### config.mk
export PLATFORM = sky130hd
export DESIGN_NAME = alu_exec_engine
export DESIGN_NICKNAME = d
export VERILOG_FILES = /design/src/rtl/alu_pkg.sv /design/src/rtl/shift_add_multiplier.sv /design/src/rtl/alu_exec_engine.sv
export SDC_FILE = /design/constraint.sdc
export NUM_CORES = 1
export LEC_CHECK = 0
export ABC_AREA = 1
export BUFFER_PORTS_ARGS = -buffer_cell sky130_fd_sc_hd__buf_2
export CAP_MARGIN = 20
export CORE_MARGIN = 3
export CORE_UTILIZATION = 40
export CTS_CLUSTER_DIAMETER = 100
export DETAILED_ROUTE_END_ITERATION = 8
export GPL_TIMING_DRIVEN = 0
export HOLD_SLACK_MARGIN = 0.06
export PLACE_DENSITY = 0.61
export SETUP_SLACK_MARGIN = 0.15
export SKIP_CTS_REPAIR_TIMING = 1
export SLEW_MARGIN = 20
export SYNTH_ARGS = -nofsm -noshare
export SYNTH_HDL_FRONTEND = slang
export SYNTH_SLANG_ARGS = --single-unit
### constraint.sdc
create_clock -name clk -period 2.9 [get_ports clk]
set_input_delay 0.435 -clock clk [delete_from_list [all_inputs] [get_ports clk]]
set_output_delay 0.435 -clock clk [all_outputs]
set_load 0.1 [all_outputs]
### src/rtl/alu_pkg.sv
// rtl/alu_pkg.sv - shared constants, op codes, FIFO word layout and FSM states for the ALU exec engine
package alu_pkg;

  localparam int ALU_DATA_WIDTH      = 12;
  localparam int ALU_OPERATION_SIZE  = 2;
  localparam int ALU_FIFO_IN_WIDTH   = ALU_OPERATION_SIZE + 2 * ALU_DATA_WIDTH;
  localparam int ALU_FIFO_OUT_WIDTH  = 1 + 2 * ALU_DATA_WIDTH;
  localparam int ALU_CNT_WIDTH       = 8;

  localparam logic [ALU_OPERATION_SIZE-1:0] OP_ADD = 2'b01;
  localparam logic [ALU_OPERATION_SIZE-1:0] OP_MUL = 2'b10;

  // FIFO_IN word is {op, data1, data0}; FIFO_OUT word is {err, result}
  localparam int IN_D0_LSB   = 0;
  localparam int IN_D1_LSB   = ALU_DATA_WIDTH;
  localparam int IN_OP_LSB   = 2 * ALU_DATA_WIDTH;
  localparam int OUT_ERR_BIT = 2 * ALU_DATA_WIDTH;

  typedef enum logic [2:0] {
    S_IDLE  = 3'd0,
    S_FETCH = 3'd1,
    S_LOAD  = 3'd2,
    S_EXEC  = 3'd3,
    S_PUSH  = 3'd4
  } state_e;

endpackage

### src/rtl/shift_add_multiplier.sv
// rtl/shift_add_multiplier.sv - unsigned shift-add multiplier, one partial product per cycle over WIDTH cycles
module shift_add_multiplier
  import alu_pkg::*;
#(
  parameter int WIDTH = ALU_DATA_WIDTH
) (
  input  logic               clk,
  input  logic               rst_n,
  input  logic               start,
  input  logic [WIDTH-1:0]   a,
  input  logic [WIDTH-1:0]   b,
  output logic [2*WIDTH-1:0] product,
  output logic               done
);

  localparam int CW = $clog2(WIDTH);

  logic [2*WIDTH-1:0] mcand_q, acc_q, cur_mcand, cur_acc, acc_d;
  logic [WIDTH-1:0]   mplier_q, cur_mplier;
  logic [CW-1:0]      cnt_q, cur_cnt;
  logic               running_q, active;

  // start folds step 0 into the same cycle, so the last step lands WIDTH-1 cycles later
  always_comb begin
    active     = start | running_q;
    cur_mcand  = start ? {{WIDTH{1'b0}}, a} : mcand_q;
    cur_mplier = start ? b : mplier_q;
    cur_acc    = start ? '0 : acc_q;
    cur_cnt    = start ? '0 : cnt_q;
    acc_d      = cur_acc + (cur_mplier[0] ? cur_mcand : '0);
    done       = active && (cur_cnt == CW'(WIDTH - 1));
    product    = acc_d;
  end

  always_ff @(posedge clk or negedge rst_n) begin
    if (!rst_n) begin
      mcand_q   <= '0;
      mplier_q  <= '0;
      acc_q     <= '0;
      cnt_q     <= '0;
      running_q <= 1'b0;
    end else if (active) begin
      acc_q     <= acc_d;
      mcand_q   <= cur_mcand << 1;
      mplier_q  <= cur_mplier >> 1;
      cnt_q     <= cur_cnt + CW'(1);
      running_q <= !done;
    end
  end

endmodule

### src/rtl/alu_exec_engine.sv
// rtl/alu_exec_engine.sv - pops an op word from FIFO_IN, runs ADD or MUL, pushes {err, result} to FIFO_OUT
module alu_exec_engine
  import alu_pkg::*;
#(
  parameter int DATA_WIDTH     = ALU_DATA_WIDTH,
  parameter int OPERATION_SIZE = ALU_OPERATION_SIZE,
  parameter int FIFO_IN_WIDTH  = ALU_FIFO_IN_WIDTH,
  parameter int FIFO_OUT_WIDTH = ALU_FIFO_OUT_WIDTH,
  parameter int CNT_WIDTH      = ALU_CNT_WIDTH
) (
  input  logic                      clk,
  input  logic                      rst_n,
  input  logic                      empty_in,
  input  logic [FIFO_IN_WIDTH-1:0]  rdata_in,
  output logic                      r_en_in,
  input  logic                      full_out,
  output logic                      w_en_out,
  output logic [FIFO_OUT_WIDTH-1:0] wdata_out,
  output logic                      busy,
  output logic [CNT_WIDTH-1:0]      ops_done
);

  state_e                      state_q;
  logic                        r_en_q, w_en_q, first_q;
  logic [FIFO_OUT_WIDTH-1:0]   wdata_q;
  logic [CNT_WIDTH-1:0]        ops_q;
  logic [OPERATION_SIZE-1:0]   op_q;
  logic [DATA_WIDTH-1:0]       d0_q, d1_q;

  logic                        mul_start, mul_done;
  logic [2*DATA_WIDTH-1:0]     mul_product;
  logic [DATA_WIDTH:0]         sum_d;
  logic [2*DATA_WIDTH-1:0]     result_d;
  logic                        err_d, exec_done_d;

  assign mul_start = (state_q == S_EXEC) && first_q && (op_q == OP_MUL);

  shift_add_multiplier #(.WIDTH(DATA_WIDTH)) u_mul (
    .clk     (clk),
    .rst_n   (rst_n),
    .start   (mul_start),
    .a       (d0_q),
    .b       (d1_q),
    .product (mul_product),
    .done    (mul_done)
  );

  always_comb begin
    sum_d       = {1'b0, d0_q} + {1'b0, d1_q};
    result_d    = '0;
    err_d       = 1'b0;
    exec_done_d = 1'b1;
    case (op_q)
      OP_ADD:  result_d = {{(DATA_WIDTH-1){1'b0}}, sum_d};
      OP_MUL: begin
        result_d    = mul_product;
        exec_done_d = mul_done;
      end
      default: err_d = 1'b1;
    endcase
  end

  // w_en is registered: the push decision uses full_out one edge ahead, so the strobe lands in PUSH
  always_ff @(posedge clk or negedge rst_n) begin
    if (!rst_n) begin
      state_q <= S_IDLE;
      r_en_q  <= 1'b0;
      w_en_q  <= 1'b0;
      first_q <= 1'b0;
      wdata_q <= '0;
      ops_q   <= '0;
      op_q    <= '0;
      d0_q    <= '0;
      d1_q    <= '0;
    end else begin
      r_en_q <= 1'b0;
      case (state_q)
        S_IDLE: begin
          if (!empty_in) begin
            state_q <= S_FETCH;
            r_en_q  <= 1'b1;
          end
        end
        S_FETCH: state_q <= S_LOAD;
        S_LOAD: begin
          op_q    <= rdata_in[IN_OP_LSB +: OPERATION_SIZE];
          d1_q    <= rdata_in[IN_D1_LSB +: DATA_WIDTH];
          d0_q    <= rdata_in[IN_D0_LSB +: DATA_WIDTH];
          first_q <= 1'b1;
          state_q <= S_EXEC;
        end
        S_EXEC: begin
          first_q <= 1'b0;
          if (exec_done_d) begin
            wdata_q <= {err_d, result_d};
            w_en_q  <= !full_out;
            if (!full_out) ops_q <= ops_q + CNT_WIDTH'(1);
            state_q <= S_PUSH;
          end
        end
        S_PUSH: begin
          if (w_en_q) begin
            w_en_q  <= 1'b0;
            state_q <= S_IDLE;
          end else if (!full_out) begin
            w_en_q <= 1'b1;
            ops_q  <= ops_q + CNT_WIDTH'(1);
          end
        end
        default: state_q <= S_IDLE;
      endcase
    end
  end

  assign r_en_in   = r_en_q;
  assign w_en_out  = w_en_q;
  assign wdata_out = wdata_q;
  assign busy      = (state_q != S_IDLE);
  assign ops_done  = ops_q;

endmodule

==> impl_results.md, run 1 <==
- Register area share after synthesis: 40.62%
- Synthesized area per cell: 7.294 µm²
- Synthesized Nets: 1152
- Status: finished, violations left
- Worst VDD drop: 1.072 mV
- DR top layer: met4
- PwrDens: 1104 nW/µm²
- Failing checks: setup timing
- Worst-Margin Slew: 0.6428 ns
- Wire length on met1: 10490 µm
- Max Cap Violations: 0
- All-layer global routing usage: 19.93%
- Tmin final: 2.973 ns
- Core ar.: 19020 µm²
- Clock latency on the worst-skew pair: 0.42 ns
- Routed vias: 7356
- Top-count cell post-synth: nand2_1
- Final ANT Viol Nets: 0
- DR WL met3: 1013 µm
- Area contributors post-synth: dfrtp_1 (41%), nand2_1 (16%), inv_1 (6.9%)
- Setup crit start kind: flip-flop
- Fin util: 55.00%
- Grt total ovfl: 0
- First-pass GRT wire length: 33950 µm
- Synthesized area: 7885 µm²
- Min-Delay Startpoint: empty_in
- Dpl hpwl: 16010 µm
- Slew Viols, Final: 0
- Final period util: 102.5%
- Distinct cell type count after synthesis: 37
- Reg2reg setup slack: -0.07 ns
- Hold endpoint: r_en_in$_DFF_PN0_
- Top cells by count, synth: nand2_1 (339), inv_1 (145), dfrtp_1 (128)
- Post-route cell area: 10460 µm²
- Area Overhead vs Synth: 32.66%
- Initial antenna violation count: 0
- Clk slew on worst S/H paths: 0.06 ns
- Multi-input gate area: 5066 µm²
- Pin count of the biggest net entering global routing: 98
- Clock group share of total power: 16.7%
- Critical path peak fanout: 6
- Final wirelength: 22670 µm
- I/O pin cnt: 66
- Hold Path Stages: 2
- Unrepaired setup endpoints after global routing: true
- Yosys top cell area share: 40.62%
- Average wire per standard cell: 15.52 µm
- R2R depth: 19
- H-Tree Level Count: 4
- Antenna Diode Count: 0
- CTS tree: yes
- Die ar.: 21430 µm²
- Dominant synthesized flop cell: dfrtp_1
- Initial drt markers: 441
- Required @ worst endpoint: 3.26 ns
- Post-synth EDFFs: 0
- Post-route clock skew: 0.008379 ns
- Max Buffers Root-to-Sink: 2
- Critical Path Sink Type: flip-flop
- CTS buffer count: 17
- R2R Path End: wdata_out[8]$_DFFE_PN0P_
- Synth warnings: 0
- Final WS setup: -0.07314 ns
- Worst hold path class: input port to flip-flop
- Internal: 5.730 mW
- Dpl ws: -0.5814 ns
- Fill count: 1779
- Setup_tns: -0.4360 ns
- Final Hold Fails: 0
- Crit path DAT: 3.33 ns
- Worst slew margin: 57.15%
- Routed vias/inst: 5.038
- Row cnt: 50
- Synthesized flop and latch total: 128
- Drt pass-1 iters: 5
- Number of global-route vias before repair: 6729
- Sequential Area: 3203 µm²
- IO buf count: 65
- Sw power: 5.819 mW
- Final #Nets: 1260
- Setup Viol. Count Final: 11
- Die H: 146.4 µm
- Share of cells above drive strength 1: 30.75%
- Post-synth ARST share: 100.0%
- Gate Count Post-Synth: 1081
- Post-route DRC: 0
- Comb pwr share: 56.7%
- DP Area: 8573 µm²
- Clock sinks: 128
- Gpl congestion: 0.8810
- Seq pwr share: 26.6%
- Max frequency: 0.3363 GHz
- Die X: 146.4 µm
- Leakage: 5.299 nW
- RR Startpoint: op_q[0]$_DFFE_PN0N_
- Yosys top cell by area: dfrtp_1
- Setup CP Type: flip-flop to flip-flop
- Sw frac: 50.39%
- Met2 routed WL: 10660 µm
- Starting Density: 41.46%
- Root Buffer: clkbuf_16
==> critical path, stage by stage, from the launching register on <==
cell	delay, ns
dfrtp_1	0.39
inv_2	0.08
ha_4	0.15
nand2_4	0.05
nor2_4	0.27
clkinv_4	0.14
buf_8	0.15
nor3_4	0.16
ha_2	0.22
inv_2	0.04
fa_2	0.38
inv_2	0.09
nand3_2	0.09
nand3_4	0.13
nand2_1	0.10
nand4_1	0.14
nand3_2	0.12
o21ai_2	0.08
nand2_1	0.06
nand2_1	0.06
==> sequential cells by signal, summed over array words and instances (netlist names), 2 cells and up <==
name            flops
u_mul.mplier_q     11
state_q             3
u_mul.mcand_q      23
u_mul.cnt_q         4
wdata_out          25
op_q                2
d1_q               12
ops_done            8
u_mul.acc_q        24
d0_q               12
==> layer usage <==
layer / vias to the layer above / GRT usage [%]
met5: - / 0
met3: 34 / 4.221
met2: 168 / 31.65
met4: 0 / 5.362
li1: 3671 / -
met1: 3483 / 27.78
==> kinds of logic after synthesis <==
family	count (synthesis)	share of synthesized area (%)
AND/OR/NAND/NOR	578	30.31
buffers and inverters	178	9.076
flip-flops	128	40.62
AO/OA/AOI/OAI	110	7.363
adder cells (fa/ha/maj)	41	6.696
multiplexers	31	4.269
XOR/XNOR	15	1.666
==> layout make-up <==
type,count,share of cell area [%]
Multi-Input combinational cell,775,48.43
Sequential cell,128,30.62
Timing Repair Buffer,90,5.443
Inverter,149,5.395
Clock buffer,20,4.366
Tap cell,260,3.110
Buffer,28,1.998
Clock inverter,10,0.6340
==> how the worst max path moves through the flow <==
| stage | start | endpoint | depth (start not counted) |
|---|---|---|---|
| 2_1_floorplan | op_q[0]$_DFFE_PN0N_ | wdata_out[20]$_DFFE_PN0P_ | 21 |
| 3_3_place_gp | op_q[0]$_DFFE_PN0N_ | u_mul.acc_q[20]$_DFFE_PN0P_ | 20 |
| 3_5_place_dp | op_q[0]$_DFFE_PN0N_ | u_mul.acc_q[20]$_DFFE_PN0P_ | 20 |
| 4_1_cts | op_q[0]$_DFFE_PN0N_ | wdata_out[20]$_DFFE_PN0P_ | 20 |
| 5_1_grt | op_q[0]$_DFFE_PN0N_ | wdata_out[20]$_DFFE_PN0P_ | 20 |
| 6_report | op_q[0]$_DFFE_PN0N_ | wdata_out[8]$_DFFE_PN0P_ | 19 |
==> power by group through the flow <==
| stage | registers [mW] | clock network [mW] | logic [mW] |
|---|---|---|---|
| 6_report | 3.08 | 1.93 | 6.54 |
| 5_1_grt | 3.16 | 2.04 | 7.14 |
| 4_1_cts | 3.00 | 1.95 | 5.62 |
| 3_5_place_dp | 3.02 | 0 | 5.59 |
| 3_3_place_gp | 3.01 | 0 | 5.50 |
| 2_1_floorplan | 3.91 | 0 | 3.28 |
==> through the flow <==
stage / power, mW / hold WS, ns / cells
after floorplan: 7.187 / 0.1394 / 1081
after global placement: 8.514 / 0.4540 / 1406
after detailed placement: 8.607 / 0.3177 / 1407
after CTS: 10.57 / -0.1288 / 1437
after global routing: 12.34 / 0.1682 / 1460
final: 11.55 / 0.1737 / 1460
==> layout by cell type (no fill, tap or decap), types with 7 or more instances in the layout <==
cell and n:
a21oi_2 7, a21oi_1 22, nand2_4 20, nand3_1 64, ha_4 17, nand4_1 13
nand3_4 9, nand2_1 268, mux2i_4 9, nand2_2 56, dfrtp_1 128, mux2_2 21
xnor2_1 9, nor2_1 77, inv_1 131, clkbuf_16 17, nor2_2 17, clkbuf_1 10
ha_1 19, buf_4 22, o21ai_0 55, nor2_4 18, inv_2 15, nand3_2 23
o21ai_1 8, buf_2 71
No activity file was read; power rests on OpenSTA's default activity.
==> run 2, diff against run 1 <==
--- a/config.mk
+++ b/config.mk
@@ -8,13 +8,15 @@
 export ABC_AREA = 1
 export BUFFER_PORTS_ARGS = -buffer_cell sky130_fd_sc_hd__buf_2
 export CAP_MARGIN = 20
+export CELL_PAD_IN_SITES_DETAIL_PLACEMENT = 0
+export CELL_PAD_IN_SITES_GLOBAL_PLACEMENT = 1
 export CORE_MARGIN = 3
 export CORE_UTILIZATION = 40
 export CTS_CLUSTER_DIAMETER = 100
 export DETAILED_ROUTE_END_ITERATION = 8
 export GPL_TIMING_DRIVEN = 0
 export HOLD_SLACK_MARGIN = 0.06
-export PLACE_DENSITY = 0.61
+export PLACE_DENSITY = 0.79
 export SETUP_SLACK_MARGIN = 0.15
 export SKIP_CTS_REPAIR_TIMING = 1
 export SLEW_MARGIN = 20
==> impl_results.md, run 2 (synthesis results as in run 1) <==
- Status: finished, violations left
- Failing checks: setup timing
- Die X: 146.4 µm (unchanged)
- Hold endpoint: r_en_in$_DFF_PN0_
- Root Buffer: clkbuf_16
- Routed vias: 7362 (+0.082%)
- Die H: 146.4 µm (unchanged)
- Final wirelength: 23370 µm (+3.1%)
- Pin count of the biggest net entering global routing: 92 (-6.1%)
- R2R depth: 20 (+1)
- Post-route DRC: 0 (unchanged)
- Starting Density: 41.46% (unchanged)
- Unrepaired setup endpoints after global routing: true
- Gpl congestion: 0.8554 (-2.9%)
- Initial antenna violation count: 0 (unchanged)
- Post-route clock skew: 0.01152 ns (+0.003138 ns)
- Setup Viol. Count Final: 6 (-5)
- Worst hold path class: input port to flip-flop
- Hold Path Stages: 2 (unchanged)
- Final ANT Viol Nets: 0 (unchanged)
- Setup_tns: -0.2132 ns (+0.2228 ns)
- Crit path DAT: 3.27 ns (-0.06 ns)
- Setup CP Type: flip-flop to flip-flop
- R2R Path End: u_mul.acc_q[20]$_DFFE_PN0P_
- Drt pass-1 iters: 5 (unchanged)
- IO buf count: 65 (unchanged)
- Required @ worst endpoint: 3.22 ns (-0.04 ns)
- Area Overhead vs Synth: 35.23%
- Antenna Diode Count: 0 (unchanged)
- Final Hold Fails: 0 (unchanged)
- I/O pin cnt: 66 (unchanged)
- Final period util: 101.9% (-0.66 points)
- CTS buffer count: 17 (unchanged)
- Total power: 11.97 mW (+3.6%)
- Max Cap Violations: 0 (unchanged)
- Slew Viols, Final: 0 (unchanged)
- Max FFs per register: 25 (unchanged)
- Grt total ovfl: 0 (unchanged)
- Clock sinks: 128 (unchanged)
- Reg2reg setup slack: -0.05 ns (+0.02 ns)
- Setup crit start kind: flip-flop
- H-Tree Level Count: 4 (unchanged)
- Initial drt markers: 469 (+6.3%)
- Min-Delay Startpoint: empty_in
- Commonest non-fill, non-tap cell in the layout: nand2_1
- Worst-Margin Slew: 0.5892 ns (-0.05350 ns)
- Dpl hpwl: 16510 µm (+3.1%)
- All-layer global routing usage: 20.80% (+0.87 points)
- Average wire per standard cell: 15.79 µm (+1.7%)
- Final WS setup: -0.05410 ns (+0.01903 ns)
- First-pass GRT wire length: 35250 µm (+3.8%)
- RR Startpoint: op_q[0]$_DFFE_PN0N_
- Leakage: 5.371 nW (+1.4%)
- Critical Path Sink Type: flip-flop
- PwrDens: 1122 nW/µm² (+1.7%)
- Final #Nets: 1278 (+1.4%)
- Critical path peak fanout: 7 (+1)
- CTS tree: yes
- Clock latency on the worst-skew pair: 0.43 ns (about the same)
- Max Buffers Root-to-Sink: 2 (unchanged)
- Number of global-route vias before repair: 6686 (-0.64%)
- Share of cells above drive strength 1: 31.31% (+0.56 points)
- Row cnt: 50 (unchanged)
- Worst VDD drop: 0.8581 mV (-20%)
- Tmin final: 2.954 ns (-0.01903 ns)
- Fin util: 56.07% (+1.1 points)
- Core ar.: 19020 µm² (unchanged)
- Die ar.: 21430 µm² (unchanged)
- Clk slew on worst S/H paths: 0.06 ns (about the same)
- Worst slew margin: 60.72% (+3.6 points)
- Routed vias/inst: 4.974 (-1.3%)
- Max frequency: 0.3385 GHz (+0.64%)
- Commonest cells after routing, fill and taps aside: nand2_1 (271), inv_1 (130), dfrtp_1 (128), nor2_1 (78), buf_2 (71)
==> run 2: layer usage <==
layer | vias up | GRT usage, % | routed length (µm)
met1 | 3513 | 29.32 | 11200
met5 | - | 0 | 0
li1 | 3696 | - | -
met2 | 136 | 33.43 | 11250
met3 | 17 | 4.066 | 720
met4 | 0 | 4.516 | 200
==> run 2: worst max path at each step <==
stage	start	to	slack, ns	cells past startpoint
finish	op_q[0]$_DFFE_PN0N_	u_mul.acc_q[20]$_DFFE_PN0P_	-0.05	20
global route	op_q[0]$_DFFE_PN0N_	u_mul.acc_q[20]$_DFFE_PN0P_	-0.22	20
CTS	op_q[0]$_DFFE_PN0N_	u_mul.acc_q[20]$_DFFE_PN0P_	-0.61	20
detailed placement	op_q[0]$_DFFE_PN0N_	wdata_out[12]$_DFFE_PN0P_	-0.58	20
global placement	op_q[0]$_DFFE_PN0N_	u_mul.acc_q[20]$_DFFE_PN0P_	-0.60	20
floorplan	op_q[0]$_DFFE_PN0N_	wdata_out[20]$_DFFE_PN0P_	0.17	21
==> run 2: area by class of cell <==
cell class	count	area, µm²
Buffer	29	237.7
Clock buffer	18	429.2
Clock inverter	14	181.4
Fill cell	1782	8356
Inverter	149	564.3
Multi-Input combinational cell	776	4961
Sequential cell	128	3203
Tap cell	260	325.3
Timing Repair Buffer	106	760.7
==> run 2: critical path, stage by stage, from the launching register on <==
cell and delay (ns):
dfrtp_1 0.39, inv_2 0.08, ha_4 0.14, nand2_4 0.05
nor2_4 0.25, clkinv_4 0.14, buf_8 0.15, nor3_4 0.14
ha_2 0.23, inv_2 0.05, fa_2 0.39, inv_2 0.09
nand3_2 0.09, nand3_4 0.12, nand2_4 0.07, nand3_4 0.12
nand2_2 0.08, nand2_2 0.07, nand2_2 0.06, nand3_2 0.07
nand2_1 0.05
==> run 2: power by group <==
| part | internal, mW | total (mW) | switching (mW) | leakage (nW) |
|---|---|---|---|---|
| registers | 2.49 | 3.07 | 0.588 | 1.66 |
| clock network | 1.37 | 2.26 | 0.891 | 0.296 |
| logic | 2.20 | 6.64 | 4.44 | 3.41 |
==> run 2: through the flow <==
step / std cells / area (µm²) / hold slack, ns / worst slack [ns]
2_1_floorplan: 1081 / 7885 / 0.1394 / 0.1665
3_3_place_gp: 1406 / 8536 / 0.4545 / -0.5955
3_5_place_dp: 1407 / 8573 / 0.3407 / -0.5779
4_1_cts: 1439 / 9184 / -0.1064 / -0.6051
5_1_grt: 1480 / 10660 / 0.1621 / -0.2223
6_report: 1480 / 10660 / 0.1688 / -0.05410
==> run 3, diff against run 2 <==
--- a/config.mk
+++ b/config.mk
@@ -10,6 +10,7 @@
 export CAP_MARGIN = 20
 export CELL_PAD_IN_SITES_DETAIL_PLACEMENT = 0
 export CELL_PAD_IN_SITES_GLOBAL_PLACEMENT = 1
+export CORE_ASPECT_RATIO = 1.4
 export CORE_MARGIN = 3
 export CORE_UTILIZATION = 40
 export CTS_CLUSTER_DIAMETER = 100
==> impl_results.md, run 3 (synthesis results as in run 1) <==
- Setup crit start kind: flip-flop
- Grt total ovfl: 0 (unchanged)
- Reg2reg setup slack: -0.01 ns (+0.04 ns)
- CP bufs+invs: 8 (+3)
- Die ar.: 21460 µm² (+0.11%)
- Setup CP Type: flip-flop to flip-flop
- Critical path peak fanout: 10 (+3)
- Fill count: 1837 (+3.1%)
- Leakage: 5.214 nW (-2.9%)
- Starting Density: 40.87% (-0.59 points)
- Slowest cell on the critical path: fa_2
- CTS tree: yes
- Dpl hpwl: 17470 µm (+5.8%)
- All-layer global routing usage: 21.59% (+0.79 points)
- Status: finished, violations left
- Worst-Margin Slew: 0.5869 ns (-0.002333 ns)
- Slew Viols, Final: 0 (unchanged)
- Sequential Area: 3203 µm² (unchanged)
- Worst Setup SP: op_q[0]$_DFFE_PN0N_
- Core ar.: 19290 µm² (+1.4%)
- Clock group share of total power: 18.7% (-0.2 points)
- Internal: 5.798 mW (-4.2%)
- Cells along the critical path: inv_2, ha_4, nand2_4, nor2_4, buf_12, clkinv_4, buf_8, nor3_4, ha_2, inv_2, fa_2, inv_2, buf_6, nand2_2, nand3_4, buf_6, nand2_2, nand3_1, nand2_1, nand3_2, nand2_1
- Worst hold path class: input port to flip-flop
- RR Startpoint: op_q[0]$_DFFE_PN0N_
- I/O pin cnt: 66 (unchanged)
- Final wirelength: 23470 µm (+0.45%)
- Multi-input gate area: 4726 µm² (-4.7%)
- Post-route DRC: 0 (unchanged)
- Average wire per standard cell: 16.12 µm (+2.1%)
- IO buf count: 65 (unchanged)
- Root Buffer: clkbuf_16
- Max Cap Violations: 0 (unchanged)
- First-pass GRT wire length: 36540 µm (+3.7%)
- Required @ worst endpoint: 3.22 ns (about the same)
- Worst stage delay on the critical path: 0.40 ns (about the same)
- Final Hold Fails: 0 (unchanged)
- Max FFs per register: 25 (unchanged)
- Drt pass-1 iters: 7 (+2)
- Pin count of the biggest net entering global routing: 67 (-27%)
- Post-route clock skew: 0.01113 ns (-0.0003865 ns)
- Die H: 172.1 µm (+18%)
- Row cnt: 60 (+20%)
- Unrepaired setup endpoints after global routing: true
- Post-route cell area: 10270 µm² (-3.6%)
- Final ANT Viol Nets: 0 (unchanged)
- Commonest non-fill, non-tap cell in the layout: nand2_1
- Max Buffers Root-to-Sink: 2 (unchanged)
- Initial antenna violation count: 0 (unchanged)
- Routed vias/inst: 5.047 (+1.5%)
- Clk slew on worst S/H paths: 0.06 ns (about the same)
- Area Overhead vs Synth: 30.29%
- Worst VDD drop: 0.9554 mV (+11%)
- H-Tree Level Count: 4 (unchanged)
- Crit path DAT: 3.23 ns (-0.04 ns)
- Seq pwr share: 26.2% (+0.5 points)
- CTS buffer count: 17 (unchanged)
- Failing checks: setup timing
- Share of cells above drive strength 1: 26.08% (-5.2 points)
- Commonest cells after routing, fill and taps aside: nand2_1 (298), inv_1 (138), dfrtp_1 (128), nor2_1 (83), buf_2 (72)
- Fin util: 53.25% (-2.8 points)
- Die X: 124.7 µm (-15%)
- Final #Nets: 1266 (-0.94%)
- Sw power: 5.889 mW (-0.50%)
- Initial drt markers: 410 (-13%)
- Worst slew margin: 60.87% (+0.16 points)
- DP Area: 8558 µm² (-0.18%)
- Number of global-route vias before repair: 7183 (+7.4%)
- Max frequency: 0.3435 GHz (+1.5%)
- Most frequent CP cell: inv_2
- Clock sinks: 128 (unchanged)
- Tmin final: 2.912 ns (-0.04255 ns)
- PwrDens: 1138 nW/µm² (+1.3%)
- Routed vias: 7348 (-0.19%)
- Comb pwr share: 55.1% (-0.3 points)
- Antenna Diode Count: 0 (unchanged)
- Setup Viol. Count Final: 1 (-5)
- Kind of cell adding the most delay to the critical path: simple AND/OR/NAND/NOR gates
- Clock latency on the worst-skew pair: 0.43 ns (about the same)
- Critical Path Sink Type: flip-flop
- Min-Delay Startpoint: empty_in
- Sw frac: 50.39% (+0.94 points)
- Final period util: 100.4% (-1.5 points)
- Final WS setup: -0.01156 ns (+0.04255 ns)
- Gpl congestion: 0.8859 (+3.6%)
[run 3: cell count changes in the layout (fill, tap and decap cells not counted), moves of 8 or more]
cell	delta
nand2_1	+27
nand2_2	-24
buf_4	-13
inv_1	+8
inv_2	-8
nand3_1	+8
[run 3: layout make-up]
class	instances	area share, %
sequential	128	31.18
multi-input combinational	775	46.00
clock inverter	15	1.632
timing repair buffer	95	6.491
clock buffer	17	4.141
tap	248	3.020
inverter	149	5.493
buffer	29	2.046
[run 3: power groups by stage]
| stage | sequential, mW | clock (mW) | combinational [mW] |
|---|---|---|---|
| 2_1_floorplan | 3.91 | 0 | 3.28 |
| 3_3_place_gp | 3.01 | 0 | 5.64 |
| 3_5_place_dp | 3.02 | 0 | 5.70 |
| 4_1_cts | 3.00 | 2.21 | 5.72 |
| 5_1_grt | 3.15 | 2.30 | 7.06 |
| 6_report | 3.06 | 2.19 | 6.44 |
[run 3: path summary, 6_finish.rpt]
path / endpoint / depth (start not counted)
setup / recovery: u_mul.acc_q[22]$_DFFE_PN0P_ / 21
hold / removal: r_en_in$_DFF_PN0_ / 2
setup reg to reg: u_mul.acc_q[22]$_DFFE_PN0P_ / 21
hold reg to reg: ops_done[7]$_DFFE_PN0P_ / 1
max in group asynchronous: wdata_out[9]$_DFFE_PN0P_ / 3
min in group asynchronous: u_mul.mcand_q[20]$_DFFE_PN0P_ / 2
[run 3: routing by layer]
metal / up-vias / wire [µm] / track usage, %
met4: 0 / 673 / 7.344
met3: 43 / 643 / 3.059
met1: 3487 / 9759 / 24.81
met5: - / 0 / 0
met2: 150 / 12390 / 41.13
li1: 3668 / - / -
[run 3: through the flow]
stage	hold WS (ns)	TNS [ns]	setup slack [ns]	total power [mW]	std cells
after floorplan	0.1394	0	0.1665	7.187	1081
after global placement	0.4546	-74.68	-0.7345	8.645	1394
after detailed placement	0.4362	-18.76	-0.7671	8.721	1395
after CTS	-0.02107	-19.16	-0.7692	10.93	1427
after global routing	0.1752	-3.478	-0.1545	12.51	1456
final	0.1737	-0.01156	-0.01156	11.69	1456
